### src/rtl/mem_pkg.sv
// Shared types and constants for the memory-stage controller.
// Holds the FSM state enum, RV32I load/store funct3 codes and access width decoding.
package mem_pkg;

    typedef enum logic [1:0] {
        IDLE = 2'b00,
        BUSY = 2'b01,
        DONE = 2'b10
    } state_e;

    localparam logic [2:0] F3_B  = 3'b000;
    localparam logic [2:0] F3_H  = 3'b001;
    localparam logic [2:0] F3_W  = 3'b010;
    localparam logic [2:0] F3_BU = 3'b100;
    localparam logic [2:0] F3_HU = 3'b101;

    typedef enum logic [1:0] {
        WID_BYTE = 2'b00,
        WID_HALF = 2'b01,
        WID_WORD = 2'b10
    } width_e;

    // Signedness lives in funct3[2] and is handled downstream, so only the low bits matter here.
    function automatic width_e widthOf(input logic [2:0] f3);
        case (f3[1:0])
            2'b00:   return WID_BYTE;
            2'b01:   return WID_HALF;
            default: return WID_WORD;
        endcase
    endfunction

endpackage

### src/rtl/mem_lane_align.sv
// Combinational lane steering for one access: byte enables, replicated store data
// and the alignment check.
module mem_lane_align
    import mem_pkg::*;
(
    input  logic [2:0]  funct3_i,
    input  logic [1:0]  off_i,
    input  logic [31:0] store_data_i,
    input  logic        is_store_i,
    output logic [3:0]  be_o,
    output logic [31:0] wdata_o,
    output logic        misaligned_o
);

    width_e wid;

    assign wid = widthOf(funct3_i);

    // Loads always fetch the whole word; only stores narrow the enables.
    always_comb begin
        be_o         = 4'b1111;
        wdata_o      = 32'h0;
        misaligned_o = 1'b0;
        case (wid)
            WID_BYTE: begin
                if (is_store_i) begin
                    be_o    = 4'b0001 << off_i;
                    wdata_o = {4{store_data_i[7:0]}};
                end
            end
            WID_HALF: begin
                misaligned_o = off_i[0];
                if (is_store_i) begin
                    be_o    = 4'b0011 << off_i;
                    wdata_o = {2{store_data_i[15:0]}};
                end
            end
            default: begin
                misaligned_o = |off_i;
                if (is_store_i) begin
                    wdata_o = store_data_i;
                end
            end
        endcase
    end

endmodule

### src/rtl/data_mem_ctrl.sv
// MEM-stage controller: turns a load/store into a word-aligned bus request, stalls
// the pipeline until the memory answers, and returns the load word shifted down.
module data_mem_ctrl
    import mem_pkg::*;
(
    input  logic        clk,
    input  logic        rst,
    input  logic        MemRead,
    input  logic        MemWrite,
    input  logic [2:0]  funct3,
    input  logic [31:0] addr,
    input  logic [31:0] store_data,
    output logic        stall,
    output logic        misaligned,
    output logic [31:0] data_mem_out,
    output logic        mem_req,
    output logic        mem_we,
    output logic [31:0] mem_addr,
    output logic [3:0]  mem_be,
    output logic [31:0] mem_wdata,
    input  logic        mem_ready,
    input  logic [31:0] mem_rdata
);

    state_e      state_q;
    logic        mem_req_q;
    logic        mem_we_q;
    logic [31:0] mem_addr_q;
    logic [3:0]  mem_be_q;
    logic [31:0] mem_wdata_q;
    logic [31:0] data_q;
    logic        misaligned_q;
    logic [1:0]  off_q;

    logic        access;
    logic [3:0]  be_d;
    logic [31:0] wdata_d;
    logic        mis_d;
    logic        start_d;
    logic [31:0] load_d;

    assign access = MemRead | MemWrite;

    mem_lane_align u_align (
        .funct3_i     (funct3),
        .off_i        (addr[1:0]),
        .store_data_i (store_data),
        .is_store_i   (MemWrite),
        .be_o         (be_d),
        .wdata_o      (wdata_d),
        .misaligned_o (mis_d)
    );

    assign start_d = (state_q == IDLE) && access && !mis_d;
    assign load_d  = mem_rdata >> {off_q, 3'b000};

    // The byte offset is kept because mem_addr drops it and the pipeline may move on after DONE.
    always_ff @(posedge clk) begin
        if (rst) begin
            state_q      <= IDLE;
            mem_req_q    <= 1'b0;
            mem_we_q     <= 1'b0;
            mem_addr_q   <= 32'h0;
            mem_be_q     <= 4'b0000;
            mem_wdata_q  <= 32'h0;
            data_q       <= 32'h0;
            misaligned_q <= 1'b0;
            off_q        <= 2'b00;
        end else begin
            misaligned_q <= (state_q == IDLE) && access && mis_d;
            case (state_q)
                IDLE: begin
                    if (start_d) begin
                        mem_addr_q  <= {addr[31:2], 2'b00};
                        mem_be_q    <= be_d;
                        mem_wdata_q <= wdata_d;
                        mem_we_q    <= MemWrite;
                        off_q       <= addr[1:0];
                        mem_req_q   <= 1'b1;
                        state_q     <= BUSY;
                    end
                end
                BUSY: begin
                    if (mem_ready) begin
                        mem_req_q <= 1'b0;
                        if (!mem_we_q) begin
                            data_q <= load_d;
                        end
                        state_q <= DONE;
                    end
                end
                DONE: begin
                    state_q <= IDLE;
                end
                default: begin
                    mem_req_q <= 1'b0;
                    state_q   <= IDLE;
                end
            endcase
        end
    end

    // The first cycle of an access stalls before any register has seen it.
    assign stall = !rst && (start_d || (state_q == BUSY));

    assign misaligned   = misaligned_q;
    assign data_mem_out = data_q;
    assign mem_req      = mem_req_q;
    assign mem_we       = mem_we_q;
    assign mem_addr     = mem_addr_q;
    assign mem_be       = mem_be_q;
    assign mem_wdata    = mem_wdata_q;

endmodule

### config.mk
export PLATFORM = sky130hd
export DESIGN_NAME = data_mem_ctrl
export DESIGN_NICKNAME = d
export VERILOG_FILES = /design/src/rtl/mem_pkg.sv /design/src/rtl/mem_lane_align.sv /design/src/rtl/data_mem_ctrl.sv
export SDC_FILE = /design/constraint.sdc
export NUM_CORES = 1
export LEC_CHECK = 0
export CAP_MARGIN = 20
export CORE_MARGIN = 2
export CORE_UTILIZATION = 47
export CTS_BUF_LIST = sky130_fd_sc_hd__clkbuf_4 sky130_fd_sc_hd__clkbuf_8
export CTS_CLUSTER_SIZE = 14
export DETAILED_ROUTE_END_ITERATION = 7
export MAX_ROUTING_LAYER = met4
export PLACE_DENSITY = 0.88
export SYNTH_ARGS = -nofsm -noshare
export SYNTH_HDL_FRONTEND = slang
export SYNTH_SLANG_ARGS = --single-unit
export TNS_END_PERCENT = 20
### constraint.sdc
create_clock -name clk -period 2.85 [get_ports clk]
set_clock_uncertainty 0.1 [all_clocks]
set_input_delay 0.285 -clock clk [delete_from_list [all_inputs] [get_ports clk]]
set_output_delay 0.285 -clock clk [all_outputs]
set_load 0.02 [all_outputs]
==> impl_metrics.ini <==
[clock_tree]
cts_setup_buffers = 0
cts_buffers = 9
cts_tree = done
insertion_delay_ns = 0.36
clock-sinks = 105
ctsHoldBuffers = 0
clkSlewWorstSetupHoldPaths_ns = 0.10
cts.path.max_buffers = 2
h-tree-depth = 3
cts_root_buf = clkbuf_8

[sta]
slew_viol_final = 0
setup_viol = 0
min_period_ns = 2.61
relSlewSlack_pct = 47.0
worst_pin_slew_ns = 0.795
fmax_mhz = 383
hold_viol = 0
rsz0062_at_grt = no
fin_ws_ns = 0.238
post-route-period-util_pct = 91.7

[floorplanning]
rows = 36
die_w_um = 105
core_area_um2 = 9820
die_h_um = 105
io_pins = 208
die_area_um2 = 10900
floorplan.initialDensity_pct = 48.5

[worst_setup_path]
path_class = register to output pin
path_max_fanout = 4
startpoint_type = register
critPathTopFamily = simple AND/OR/NAND/NOR gates
reg2reg_depth = 5
cp_num_buf_inv = 1
max_stage_delay_ns = 0.73
path_depth = 4
path_cells = or2_4, or4b_2, a21oi_2, dlygate4sd2_1
cp_data_required_time_ns = 2.47
slowest_stage = or4b_2
crit_path_end_kind = output pin
worstPathArrival_ns = 2.23

[power_and_ir_drop]
p_total_uw = 3500
clock_power_share_pct = 29.8
p_per_area_nw_per_um2 = 494
leakagePower_uw = 0.00254
swShare_pct = 28.6
vdd_ir_drop_max_mv = 0.253
power_switching_uw = 1000
combinationalPowerShare_pct = 24.5
p_int_uw = 2500
pwr-share-seq_pct = 45.8

[detailed_routing]
wl_per_cell_um = 16.3
postRouteAntennaNets = 0
met2_length_mm = 7.26
drt_pass1_iterations = 5
wl_met3_mm = 1.01
highest_layer = met4
via_per_inst = 5.44
wl_met1_mm = 5.89
post-route-drc-count = 0
wl_mm = 14.6
vias = 4880
drt_first_iter_violations = 254

[global_routing]
grt_pass1_wl_mm = 23.5
grt_max_degree = 70
grtUsageTotal_pct = 27.2
first_global_vias = 4712
grt.overflow.total = 0
antenna_found_initial = 0

[placed_design]
post-dp-hpwl_mm = 10.7
dp.cells = 881
pre_cts_ws_ns = -0.0214
placed_cell_area_um2 = 6870
globalplace.congestion = 0.860
io_buffers = 204

[final_layout]
drive_gt1_share_pct = 9.95
syn_to_final_growth_pct = 49.1
instances_no_fill = 897
postLayoutCellArea_um2 = 7090
fin_nets = 867
n_antenna_cell = 0

[yosys]
ys_top_cells_by_count = 129 x nand2_1, 105 x dfxtp_1, 81 x a21oi_1
postSynthCellCount = 576
yosysMostFrequentCell = nand2_1
ys_types = 32
ys_top_cells_by_area = dfxtp_1 44%, nand2_1 10%, a21oi_1 8.5%
ys_ff_latch = 105
synth_top_area_cell = dfxtp_1
synth-edff-count = 0
synthArstFlopShare_pct = 0
ys.flop_type = dfxtp_1
ys_seq_area_share_pct = 44.2
ys_warn_count = 0
syn_area_um2 = 4760
avgSynthCellArea_um2 = 8.26
netlist.area_leader.share_pct = 44.2

[status]
status = finished, final reports clean

[flow_run]
max-cap-violations = 0

[worst_hold_path]
worstHoldPathCells = 2
holdCritPathClass = register to register
timing repair:
item | 4_1_cts | 5_1_grt
endpoints found under the hold margin | 0 | 0
resized for setup | 1 | 0
endpoints found under the setup margin | 1 | 0
cell families after synthesis:
| kind of cell | synth area share (%) |
|---|---|
| fa+ha+maj | 1.05 |
| buf+inv | 5.50 |
| mux | 10.9 |
| compound gates | 14.6 |
| flops | 44.2 |
| other cells | 0.0788 |
| simple gates | 23.6 |
flip-flops by register name, summed over array words and instances, names as in the netlist:
signal	cells
misaligned	1
mem_wdata	32
mem_addr	30
mem_we	1
data_mem_out	32
off_q	2
mem_req	1
state_q	2
mem_be	4
final timing paths:
kind	from	end	slack, ns
hold / removal	mem_wdata[10]$_SDFFE_PP0P_	mem_wdata[10]$_SDFFE_PP0P_	0.35
hold reg to reg	mem_wdata[10]$_SDFFE_PP0P_	mem_wdata[10]$_SDFFE_PP0P_	0.35
setup reg to reg	state_q[1]$_SDFFE_PP0P_	mem_be[3]$_SDFFE_PP0P_	0.37
setup / recovery	state_q[1]$_SDFFE_PP0P_	stall	0.24
layout by cell type (no fill, tap or decap):
| cell | instances |
|---|---|
| clkdlybuf4s50_1 | 202 |
| nand2_1 | 129 |
| dfxtp_1 | 105 |
| a21oi_1 | 81 |
| nand3_1 | 40 |
| nor2_1 | 35 |
| mux2i_1 | 25 |
| mux2_2 | 24 |
| nor3_1 | 23 |
| buf_4 | 20 |
| clkbuf_8 | 11 |
| o21ai_0 | 9 |
| a311oi_1 | 8 |
| o211ai_1 | 8 |
| nand3b_2 | 8 |
| nor2b_1 | 5 |
| ha_1 | 4 |
| nand2b_1 | 3 |
| a2111oi_4 | 3 |
| inv_1 | 2 |
| a21oi_2 | 2 |
| conb_1 | 2 |
| clkinv_2 | 2 |
| bufinv_16 | 2 |
| or2_4 | 1 |
| nand3b_1 | 1 |
| or4b_2 | 1 |
| nand4bb_1 | 1 |
| nor3b_2 | 1 |
| clkinv_1 | 1 |
| a211oi_1 | 1 |
| nor3b_1 | 1 |
| a2111oi_0 | 1 |
| clkinvlp_4 | 1 |
| dlygate4sd2_1 | 1 |
cell type report:
class,count,area (µm²)
repair buffers,223,2180
flip-flops and latches,105,2100
inverters,3,11.3
multi-input cells,417,2400
well taps,133,166
clock inverters,5,77.6
clock buffers,11,151
fillers,769,2730
worst min-delay path, cell delays in order (launching register included):
cell,delay (ns)
dfxtp_1,0.32
nand2_1,0.05
a21oi_1,0.05
power by group through the flow:
stage	Combinational, µW	Sequential [µW]	Clock [µW]
2_1_floorplan	357	1730	0
3_3_place_gp	834	1630	0
3_5_place_dp	851	1640	0
4_1_cts	857	1600	1060
5_1_grt	918	1610	1120
6_report	857	1600	1040
through the flow:
stage                     hold slack (ns)  setup TNS [ns]  util [%]
after floorplan                     0.321               0         -
after global placement              0.339               0      69.9
after detailed placement            0.343         -0.0416      69.9
after CTS                           0.351               0      72.2
after global routing                0.354               0      72.2
final                               0.354               0      72.2
per-layer routing:
layer	global-route usage [%]	up-vias
met2	44.9	241
met3	4.68	34
met5	-	-
met1	32.7	2268
met4	12.1	0
li1	-	2337
Note: power is estimated with default switching activity, not from simulation.
